$ cat config.mk
export PLATFORM = sky130hd
export DESIGN_NAME = fpu_normalize
export DESIGN_NICKNAME = d
export VERILOG_FILES = /design/src/rtl/fpu_normalize.sv
export SDC_FILE = /design/constraint.sdc
export NUM_CORES = 1
export LEC_CHECK = 0
export ABC_AREA = 1
export ABC_CLOCK_PERIOD_IN_PS = 11900
export CORE_ASPECT_RATIO = 1.5
export CORE_MARGIN = 2
export CORE_UTILIZATION = 28
export CTS_CLUSTER_DIAMETER = 120
export DETAILED_ROUTE_END_ITERATION = 10
export SLEW_MARGIN = 0
export SYNTH_ARGS = -nofsm -noshare
export SYNTH_HDL_FRONTEND = slang
export SYNTH_SLANG_ARGS = --single-unit
$ cat constraint.sdc
create_clock -name clk -period 11.9 [get_ports clk]
set_input_delay 2.38 -clock clk [delete_from_list [all_inputs] [get_ports clk]]
set_output_delay 2.38 -clock clk [all_outputs]
set_load 0.02 [all_outputs]
$ cat src/rtl/fpu_normalize.sv
// rtl/fpu_normalize.sv - multi-cycle FP32 significand normalizer with valid/ready handshake
module fpu_normalize #(
    parameter int STEP = 1
) (
    input  logic        clk,
    input  logic        rst_n,
    input  logic        in_valid,
    output logic        in_ready,
    input  logic        in_sign,
    input  logic [7:0]  in_exponent,
    input  logic [23:0] in_significand,
    input  logic        in_is_zero,
    input  logic        in_is_inf,
    input  logic        in_is_nan,
    input  logic        in_is_snan,
    input  logic        in_is_subnormal,
    output logic        out_valid,
    input  logic        out_ready,
    output logic        out_sign,
    output logic [9:0]  out_exp,
    output logic [23:0] out_sig,
    output logic [4:0]  out_shift,
    output logic        out_is_zero,
    output logic        out_is_inf,
    output logic        out_is_nan,
    output logic        out_is_snan
);

    typedef enum logic [1:0] {IDLE, NORM, DONE} state_t;

    localparam logic [9:0] EXP_SUBNORMAL = 10'h382;  // -126
    localparam logic [4:0] STEP_W        = 5'(STEP);

    state_t      state, state_next;
    logic [23:0] sig_reg;
    logic [9:0]  exp_reg;
    logic [4:0]  shift_reg;
    logic        sign_reg;
    logic [3:0]  flags_reg;

    logic [4:0]  lz;
    logic        found;
    logic [4:0]  k;
    logic [23:0] sig_shifted;
    logic [9:0]  exp_shifted;
    logic [4:0]  shift_sum;
    logic [9:0]  direct_exp;
    logic [23:0] direct_sig;

    assign in_ready  = (state == IDLE);
    assign out_valid = (state == DONE);

    // Leading-zero count of the working significand, clipped to STEP per cycle
    always_comb begin
        lz    = 5'd0;
        found = 1'b0;
        for (int i = 23; i >= 0; i--) begin
            if (!found) begin
                if (sig_reg[i]) found = 1'b1;
                else            lz    = lz + 5'd1;
            end
        end
        k           = (lz > STEP_W) ? STEP_W : lz;
        sig_shifted = sig_reg << k;
        exp_shifted = exp_reg - {5'd0, k};
        shift_sum   = shift_reg + k;
    end

    always_comb begin
        direct_exp = {2'b00, in_exponent} - 10'd127;
        direct_sig = in_significand;
        if (in_is_zero) begin
            direct_exp = 10'd0;
            direct_sig = 24'd0;
        end else if (in_is_inf || in_is_nan) begin
            direct_exp = 10'd128;
        end
    end

    always_comb begin
        state_next = state;
        case (state)
            IDLE: if (in_valid) state_next = in_is_subnormal ? NORM : DONE;
            NORM: if (sig_shifted[23]) state_next = DONE;
            DONE: if (out_ready) state_next = IDLE;
            default: state_next = IDLE;
        endcase
    end

    always_ff @(posedge clk or negedge rst_n) begin
        if (!rst_n) begin
            state       <= IDLE;
            sig_reg     <= 24'd0;
            exp_reg     <= 10'd0;
            shift_reg   <= 5'd0;
            sign_reg    <= 1'b0;
            flags_reg   <= 4'd0;
            out_sign    <= 1'b0;
            out_exp     <= 10'd0;
            out_sig     <= 24'd0;
            out_shift   <= 5'd0;
            out_is_zero <= 1'b0;
            out_is_inf  <= 1'b0;
            out_is_nan  <= 1'b0;
            out_is_snan <= 1'b0;
        end else begin
            state <= state_next;
            case (state)
                IDLE: begin
                    if (in_valid) begin
                        if (in_is_subnormal) begin
                            sig_reg   <= in_significand;
                            exp_reg   <= EXP_SUBNORMAL;
                            shift_reg <= 5'd0;
                            sign_reg  <= in_sign;
                            flags_reg <= {in_is_zero, in_is_inf, in_is_nan, in_is_snan};
                        end else begin
                            out_sign    <= in_sign;
                            out_exp     <= direct_exp;
                            out_sig     <= direct_sig;
                            out_shift   <= 5'd0;
                            out_is_zero <= in_is_zero;
                            out_is_inf  <= in_is_inf;
                            out_is_nan  <= in_is_nan;
                            out_is_snan <= in_is_snan;
                        end
                    end
                end
                NORM: begin
                    sig_reg   <= sig_shifted;
                    exp_reg   <= exp_shifted;
                    shift_reg <= shift_sum;
                    // Outputs only update on the edge that enters DONE
                    if (sig_shifted[23]) begin
                        out_sign    <= sign_reg;
                        out_exp     <= exp_shifted;
                        out_sig     <= sig_shifted;
                        out_shift   <= shift_sum;
                        out_is_zero <= flags_reg[3];
                        out_is_inf  <= flags_reg[2];
                        out_is_nan  <= flags_reg[1];
                        out_is_snan <= flags_reg[0];
                    end
                end
                default: ;
            endcase
        end
    end

endmodule
== Word-level counts from Yosys, hierarchy flattened ==
Cells that the tools add are included.

* Muxes and demuxes: 142
* Divide/modulo/power cells: 0
* Bitwise logic cells: 0
* $mul: 0
* Magnitude comparators: 1
* Reduce and logical (&&, ||, !) cells: 7
* Add/subtract/negate cells: 26
* Equality and inequality tests: 7
* Shift-type cells: 1

{| class="wikitable"
|+ Operators with widths
! kind !! count
|-
| $mux W5 || 52
|-
| $mux W24 || 6
|-
| $add A5 B1 Y5 const B || 23
|-
| $pmux W24 S2 || 2
|-
| $mux W10 || 7
|-
| $mux W1 || 61
|-
| $pmux W10 S2 || 2
|-
| $shl A24 B5 Y24 || 1
|-
| $pmux W5 S2 || 2
|-
| $pmux W1 S2 || 5
|-
| $sub A10 B5 Y10 || 1
|-
| $reduce_and A3 Y1 || 3
|-
| $sub A8 B7 Y9 const B || 1
|-
| $mux W2 || 4
|-
| $ne A2 B2 Y1 const B || 3
|-
| $pmux W2 S3 || 1
|-
| $add A5 B5 Y5 || 1
|-
| $gt A5 B1 Y1 const B || 1
|-
| $ne A2 B1 Y1 const B || 2
|-
| $reduce_and A4 Y1 || 1
|-
| $eq A2 B1 Y1 const B || 1
|-
| $eq A2 B2 Y1 const B || 1
|-
| $logic_not A2 Y1 || 1
|-
| $reduce_bool A2 Y1 || 1
|-
| $logic_or A1 B1 Y1 || 1
|}

* Latch bits: 0
* Output and inout port bits: 46
* Bits in writable memories: 0
* Bits in registers: 90
* Logic and storage cells: 198
* Input port bits: 42
* Memories: 0
* ROM bits: 0

== Longest topological paths before layout ==
Gate-level depths: netlist of the first run.

* Depth in word-level cells: 75
* Mapped depth: 113
* Mapped depth without buffers: 112

== Worst setup path before layout of the first run ==
Ideal clock, no wire load.

* Path kind: register -> register
* From: register sig_reg[22]
* To: register out_exp[8]
* Period minus slack after synthesis: 11.511 ns
* Buffers on the path: 1
* Library setup time: 0.066 ns
* Stages on the path, launching flop included: 105
* Arrival: 11.445 ns
* Setup slack: 0.389 ns
* Data required time: 11.834 ns
* Cell sequence: dfrtp_1 -> inv_1 -> a21oi_1 -> ha_1 -> a31oi_1 -> inv_1 -> ha_1 -> or2_2 -> nand2_1 -> nand2_1 -> nand3_1 -> nand2_1 -> nand2_1 -> nand2_1 -> nand2_1 -> nand2_1 -> ha_1 -> nand2_1 -> [... 69 more ...] -> nand3_1 -> nor2_4 -> nand2_4 -> nor2_8 -> buf_12 -> inv_1 -> ha_1 -> fa_1 -> o31ai_1 -> inv_1 -> nor2_1 -> inv_1 -> nand2_1 -> nor3_1 -> xor2_1 -> o21ai_0 -> nand2_1 -> nand2_1

* Word-level cells in the longest chain between the ends: 73
* Elaborated cells between the ends (all ways): 99
* Those cells by class: add/sub: 23; order compare: 1; eq/ne: 1; shift: 1; mux: 72; reduce/logical: 1

{| class="wikitable"
|+ Ends and longest elaborated chain
! element !! RTL line !! text
|-
| from (decl) || 35 || <nowiki>logic [23:0] sig_reg;</nowiki>
|-
| from (signal assigned) || 112 || <nowiki>sig_reg <= in_significand;</nowiki>
|-
| from (signal assigned) || 130 || <nowiki>sig_reg <= sig_shifted;</nowiki>
|-
| $mux W5 || 59 || <nowiki>if (sig_reg[i]) found = 1'b1;</nowiki>
|-
| $mux W5 || 58 || <nowiki>if (!found) begin</nowiki>
|-
| $add A5 B1 Y5 || 60 || <nowiki>else lz = lz + 5'd1;</nowiki>
|-
| $mux W5 || 59 ||
|-
| $mux W5 || 58 ||
|-
| $add A5 B1 Y5 || 60 ||
|-
| $mux W5 || 59 ||
|-
| $mux W5 || 58 ||
|-
| [... 57 more ...] || -- ||
|-
| $add A5 B1 Y5 || 60 ||
|-
| $mux W5 || 59 ||
|-
| $mux W5 || 58 ||
|-
| $gt A5 B1 Y1 || 63 || <nowiki>k = (lz > STEP_W) ? STEP_W : lz;</nowiki>
|-
| $mux W5 || 63 ||
|-
| $sub A10 B5 Y10 / $shl A24 B5 Y24 (equally long branches) || 65, 64 ||
|-
| $mux W10 / $ne A2 B2 Y1 (equally long branches) || -- ||
|-
| $pmux W10 S2 / $reduce_and A4 Y1 (equally long branches) || -- ||
|-
| to (signal assigned) || 119 || <nowiki>out_exp <= direct_exp;</nowiki>
|-
| to (signal assigned) || 136 || <nowiki>out_exp <= exp_shifted;</nowiki>
|-
| to (decl) || 20 || <nowiki>output logic [9:0] out_exp,</nowiki>
|}

Several ways; a longest one is shown, not always the timed one. The select of a mux whose other input is x is not followed.
A chain may end at the register's enable or synchronous reset.

== Worst setup path in the final report of the first run ==
* From: register sig_reg[23]
* To: register exp_reg[9]

* Word-level cells in the longest chain between the ends: 74
* Elaborated cells between the ends (all ways): 97
* Those cells by class: add/sub: 24; order compare: 1; mux: 72

{| class="wikitable"
|+ Ends and longest elaborated chain
! element !! RTL line !! text
|-
| $mux W1 || 59 ||
|-
| $add A5 B1 Y5 || 60 ||
|-
| $mux W5 || 59 ||
|-
| $mux W5 || 58 ||
|-
| $add A5 B1 Y5 || 60 ||
|-
| $mux W5 || 59 ||
|-
| $mux W5 || 58 ||
|-
| $add A5 B1 Y5 || 60 ||
|-
| [... 58 more ...] || -- ||
|-
| $mux W5 || 58 ||
|-
| $add A5 B1 Y5 || 60 ||
|-
| $mux W5 || 59 ||
|-
| $mux W5 (*) || 58 ||
|-
| $gt A5 B1 Y1 || 63 ||
|-
| $mux W5 (*) || 63 ||
|-
| $sub A10 B5 Y10 (*) || 65 || <nowiki>exp_shifted = exp_reg - {5'd0, k};</nowiki>
|-
| $pmux W10 S2 (*) || 108 || <nowiki>case (state)</nowiki>
|-
| to (signal assigned) || 131 || <nowiki>exp_reg <= exp_shifted;</nowiki>
|-
| to (decl) || 36 || <nowiki>logic [9:0] exp_reg;</nowiki>
|}

Mark *: on every way between the ends. The rest lies on a longest branch, timed or not.

==> results.yml, run 1 <==
floorplan:
  core_um2: 27200
  rows: 74
  fp.dieW_um: 140
  die_y_um: 208
  die_area_um2: 29000
  initial_core_util_pct: 28.4
  pin_count: 88
synthesis:
  ys.flop_type: "dfrtp_1"
  synthXorXnorAreaFrac_pct: 2.13
  async_flop_share_pct: 100
  synth_fa_ha_area_share_pct: 5.37
  ys_ff_latch: 90
  synth_top_family_by_area: "simple AND/OR/NAND/NOR gates"
  synth_warnings: 0
  synth.cell_area_um2: 7740
  yosys.cell_types.count: 54
  synth-edff-count: 0
  yosys.area_share.simple_pct: 40.3
  syn_inst: 1119
  synth_mux_area_share_pct: 0
  ys_seq_area_share_pct: 29.1
  synth_area_per_cell_um2: 6.91
  synth_compound_area_share_pct: 11.5
cells_and_area:
  layout_commonest_cell: "nand2_1"
  final_area_um2: 9850
  syn_to_final_growth_pct: 27.3
  mostFrequentLayoutCells: "nand2_1 (333), inv_1 (102), dfrtp_1 (88)"
  fin_util_pct: 36.2
  drive_above_1_share_pct: 22.5
  fin_nets: 1309
  antennaDiodeCount: 0
routing:
  vias_per_cell: 4.71
  drcViolationCount: 0
  drtAntennaViolNets: 0
  first_iter_violations: 280
  num_vias: 7456
  drt_first_pass_iters: 5
  wl_mm: 21.2
  wl_per_cell_um: 13.4
setup_path:
  cp_slowest_cell: "dfrtp_2"
  r2r_start: "sig_reg[23]$_DFFE_PN0P_"
  cp.arrival_ps: 11580
  rr_worst_depth: 105
  start_kind: "flop"
  r2r_setup_slack_ps: 570
  r2r-end: "exp_reg[9]$_DFFE_PN0P_"
  worst_ep_required_time_ps: 12150
  path_max_fanout: 3
  crit_top_cell: "nand2_1"
  critPathCaptureType: "flop"
  slowest_delay_ps: 450
  crit_type: "flop to flop"
hold_path:
  holdPathEnd: "sign_reg$_DFFE_PN0P_"
  worstHoldStart: "sign_reg$_DFFE_PN0P_"
  hp-class: "flop to flop"
  hold_depth: 2
power_and_ir_drop:
  p_comb_share_pct: 63.8
  p_seq_share_pct: 22.4
  p_leak_uw: 0.00485
  p_per_area_nw_per_um2: 255
  p_clk_share_pct: 13.8
  intPower_uw: 1300
  p_sw_share_pct: 48.0
  power.net_switching_uw: 1200
  max-vdd-ir-drop_v: 0.000123
place:
  pre_cts_ws_ps: -223
  io_buffers: 87
  place_hpwl_mm: 15.0
  gp_congestion: 0.845
  placed_area_um2: 8910
sta:
  slew_violations: 0
  finClkSkew_ps: 10.8
  period_share_pct: 95.2
  final_hold_viol_count: 0
  slew_headroom_pct: 27.8
  max_freq_ghz: 0.0883
  worst_slack_ps: 574
  fin_crit_ps: 11330
  tightest_slew_ps: 1080
  rsz0062_at_grt: "yes"
  finalSetupViolations: 0
run:
  maxCapViolations: 0
status:
  outcome: "completed"
grt:
  antenna_found_initial: 0
  first_global_vias: 7244
  grt_util_all_layers_pct: 14.2
  grt_pass1_wl_mm: 34.4
  grt_overflow: 0
  grt_max_degree: 71
clock_tree:
  cts_max_level: 3
  cts_tree: "yes"
  clock_latency_ps: 360
  cts.sinks: 90
  clockBufferDepth: 2
  cts_root_buf: "clkbuf_16"
  cts.clk_slew.worst_paths_ps: 70
  cts-buffers-inserted: 9
-- logic make-up after synthesis --
family,count (synthesis)
AND/OR/NAND/NOR,635
buffers and inverters,182
AO/OA/AOI/OAI,160
flip-flops,90
adder cells (fa/ha/maj),32
XOR/XNOR,18
other,2
-- through the flow --
stage          cells  power [uW]  hold slack [ps]  setup TNS, ps
5_1_grt         1582        2730              504          -3480
3_3_place_gp    1540        1870              463              0
3_5_place_dp    1540        1890              465           -932
2_1_floorplan   1126        1530              448              0
6_report        1582        2510              483              0
4_1_cts         1560        2280              487              0
-- cell type report --
type                            count  area [um^2]
Multi-Input combinational cell    854         5000
Clock buffer                        9          225
Clock inverter                      7          124
Timing Repair Buffer              132         1230
Sequential cell                    90         2250
Inverter                          148          582
Tap cell                          342          428
Fill cell                        2958        17400
-- worst max-delay path, delay by kind of cell (launching register included) --
family	cells	cell delay [ps]
AO/OA/AOI/OAI	13	1600
XOR/XNOR	5	840
buffers and inverters	15	880
flip-flops	1	450
adder cells (fa/ha/maj)	13	2930
AND/OR/NAND/NOR	59	4520
-- what timing repair did --
item | CTS | global route
gates resized for setup | 11 | 95
hold buffers | 0 | 0
setup buffers | 4 | 22
endpoints found under the setup margin | 9 | 76
pin swaps | 8 | 84
-- cell usage after synthesis (14+ instances only) --
cell	n	area, um^2
nand2_1	355	1330
inv_1	118	443
dfrtp_1	90	2250
nand3_1	83	415
nor2_1	72	270
a21oi_1	62	310
o21ai_0	43	215
nand2_2	38	238
ha_1	30	375
nand3_2	25	250
inv_2	21	78.8
o21ai_1	19	95.1
clkbuf_1	14	52.6
-- power groups by stage --
stage               clock, uW  combinational [uW]  sequential [uW]
floorplan                   0                 919              612
detailed placement          0                1330              563
CTS                       351                1370              561
global placement            0                1310              561
finish                    346                1600              562
global route              366                1790              579
-- layer usage --
metal	track usage, %	wire length [um]	up-vias
met5	0	0	-
met4	5.34	529	0
met3	1.57	508	34
met2	25.8	11200	115
met1	17.0	9010	3509
li1	-	-	3798
-- how the worst max path moves through the flow --
stage	startpoint	slack, ps	end	cells after the start
after floorplan	sig_reg[22]$_DFFE_PN0P_	390	out_exp[8]$_DFFE_PN0P_	104
after global placement	sig_reg[21]$_DFFE_PN0P_	70	out_exp[8]$_DFFE_PN0P_	102
after detailed placement	sig_reg[21]$_DFFE_PN0P_	-220	out_exp[8]$_DFFE_PN0P_	102
after CTS	sig_reg[22]$_DFFE_PN0P_	20	out_exp[9]$_DFFE_PN0P_	106
after global routing	sig_reg[23]$_DFFE_PN0P_	-430	out_exp[9]$_DFFE_PN0P_	105
final	sig_reg[23]$_DFFE_PN0P_	570	exp_reg[9]$_DFFE_PN0P_	105
Note: power is estimated with default switching activity, not from simulation.
==> run 2, diff against run 1 <==
--- a/config.mk
+++ b/config.mk
@@ -7,6 +7,7 @@
 export LEC_CHECK = 0
 export ABC_AREA = 1
 export ABC_CLOCK_PERIOD_IN_PS = 11900
+export CAP_MARGIN = 30
 export CORE_ASPECT_RATIO = 1.5
 export CORE_MARGIN = 2
 export CORE_UTILIZATION = 28
==> results.yml, run 2 (synthesis gave the netlist of run 1 again) <==
sta:
  slew_headroom_pct: 38.3
  finalSetupViolations: 0
  period_share_pct: 94.7
  fin_crit_ps: 11270
  slew_violations: 0
  rsz0062_at_grt: "yes"
  final_hold_viol_count: 0
  worst_slack_ps: 626
  tightest_slew_ps: 925
  finClkSkew_ps: 7.45
  max_freq_ghz: 0.0887
grt:
  antenna_found_initial: 0
  grt_overflow: 0
  grt_max_degree: 71
  first_global_vias: 7210
  grt_util_all_layers_pct: 14.3
  grt_pass1_wl_mm: 34.6
cells_and_area:
  mostFrequentLayoutCells: "nand2_1 (325), inv_1 (102), dfrtp_1 (88)"
  fin_nets: 1310
  layout_commonest_cell: "nand2_1"
  fillers: 2883
  final-instance-count-excl-fill: 1583
  syn_to_final_growth_pct: 27.7
  antennaDiodeCount: 0
  drive_above_1_share_pct: 23.2
place:
  gp_congestion: 0.845
  pre_cts_ws_ps: -245
  io_buffers: 87
  dp_cells: 1541
  place_hpwl_mm: 15.0
clock_tree:
  cts_hold_buf: 0
  cts_tree: "yes"
  cts-buffers-inserted: 9
  cts_max_level: 3
  clock_latency_ps: 350
  cts.sinks: 90
  clockBufferDepth: 2
  cts_root_buf: "clkbuf_16"
  cts.clk_slew.worst_paths_ps: 70
floorplan:
  pin_count: 88
  die_y_um: 208
  fp.dieW_um: 140
  initial_core_util_pct: 28.4
  rows: 74
  core_um2: 27200
  die_area_um2: 29000
setup_path:
  cp.arrival_ps: 11520
  slowest_delay_ps: 480
  path_max_fanout: 4
  crit_top_cell: "nand2_1"
  cp_slowest_cell: "dfrtp_2"
  rr_worst_depth: 102
  worst_ep_required_time_ps: 12150
  crit_type: "flop to flop"
  critPathCaptureType: "flop"
  start_kind: "flop"
power_and_ir_drop:
  p_per_area_nw_per_um2: 251
  max-vdd-ir-drop_v: 0.000121
  p_leak_uw: 0.00486
status:
  outcome: "completed"
routing:
  first_iter_violations: 323
  wl_per_cell_um: 13.4
  drtAntennaViolNets: 0
  num_vias: 7503
  drcViolationCount: 0
  vias_per_cell: 4.74
  drt_first_pass_iters: 5
  wl_mm: 21.3
hold_path:
  hold_depth: 2
  hp-class: "flop to flop"
run:
  maxCapViolations: 0
run 2: cell types whose count changed in the layout (fill, tap and decap cells not counted), moves of 2 or more:
cell       change
nand2_1        -8
bufinv_16      -2
buf_16         +2
nand2_2        +8
run 2: path summary, 6_finish.rpt:
check / startpoint / end / slack, ps
min in group asynchronous: rst_n / out_sig[19]$_DFFE_PN0P_ / 1900
worst min-delay path: out_sig[20]$_DFFE_PN0P_ / out_sig[20]$_DFFE_PN0P_ / 480
worst max-delay path: sig_reg[21]$_DFFE_PN0P_ / exp_reg[8]$_DFFE_PN0P_ / 630
max in group asynchronous: rst_n / sig_reg[23]$_DFFE_PN0P_ / 9200
worst min register to register: out_sig[20]$_DFFE_PN0P_ / out_sig[20]$_DFFE_PN0P_ / 480
worst max register to register: sig_reg[21]$_DFFE_PN0P_ / exp_reg[8]$_DFFE_PN0P_ / 630
run 2: layout make-up:
type                            count  area, um^2  share of cell area, %
Tap cell                          342         428                   4.33
Inverter                          148         584                   5.91
Clock inverter                      6        65.1                  0.658
Clock buffer                       10         229                   2.32
Timing Repair Buffer              133        1280                   12.9
Multi-Input combinational cell    854        5040                   51.0
Sequential cell                    90        2250                   22.8
run 2: timing repair:
item                                    4_1_cts  5_1_grt
pin swaps                                    12       76
endpoints found under the setup margin        9       76
resized for setup                            13      103
endpoints found under the hold margin         0        0
setup buffers                                 3       22
run 2: through the flow:
| step | hold WS (ps) | total power [uW] | TNS (ps) | utilization (%) | area [um^2] |
|---|---|---|---|---|---|
| 2_1_floorplan | 448 | 1530 | 0 | - | 7760 |
| 3_3_place_gp | 463 | 1870 | 0 | 32.7 | 8910 |
| 3_5_place_dp | 466 | 1900 | -1040 | 32.8 | 8940 |
| 4_1_cts | 486 | 2230 | 0 | 34.1 | 9290 |
| 5_1_grt | 498 | 2710 | -2160 | 36.3 | 9880 |
| 6_report | 482 | 2480 | 0 | 36.3 | 9880 |
run 2: power by group:
part | switching, uW | internal, uW | leakage, uW
clock network | 134 | 164 | 0.000143
registers | 124 | 438 | 0.00110
logic | 955 | 670 | 0.00361
total | 1210 | 1270 | 0.00486
run 2: metal layers:
layer  track usage [%]  wire length (um)  part of all wire (%)
met1              17.1              8790                    41
met4              4.48               387                   1.8
met3              1.82               654                   3.1
met5                 0                 0                     0
met2              26.1             11500                    54
run 2: critical path, delay by kind of cell, from the launching register on:
kind,cells,cell delay (ps)
flip-flops,1,480
AO/OA/AOI/OAI,13,1560
adder cells (fa/ha/maj),14,3490
buffers and inverters,16,830
XOR/XNOR,5,790
AND/OR/NAND/NOR,54,3990
==> run 3, diff against run 2 <==
--- a/config.mk
+++ b/config.mk
@@ -11,7 +11,6 @@
 export CORE_ASPECT_RATIO = 1.5
 export CORE_MARGIN = 2
 export CORE_UTILIZATION = 28
-export CTS_CLUSTER_DIAMETER = 120
 export DETAILED_ROUTE_END_ITERATION = 10
 export SLEW_MARGIN = 0
 export SYNTH_ARGS = -nofsm -noshare
==> results of run 3 <==
Same layout as run 2: the final DEF is identical, and so are final timing and power.
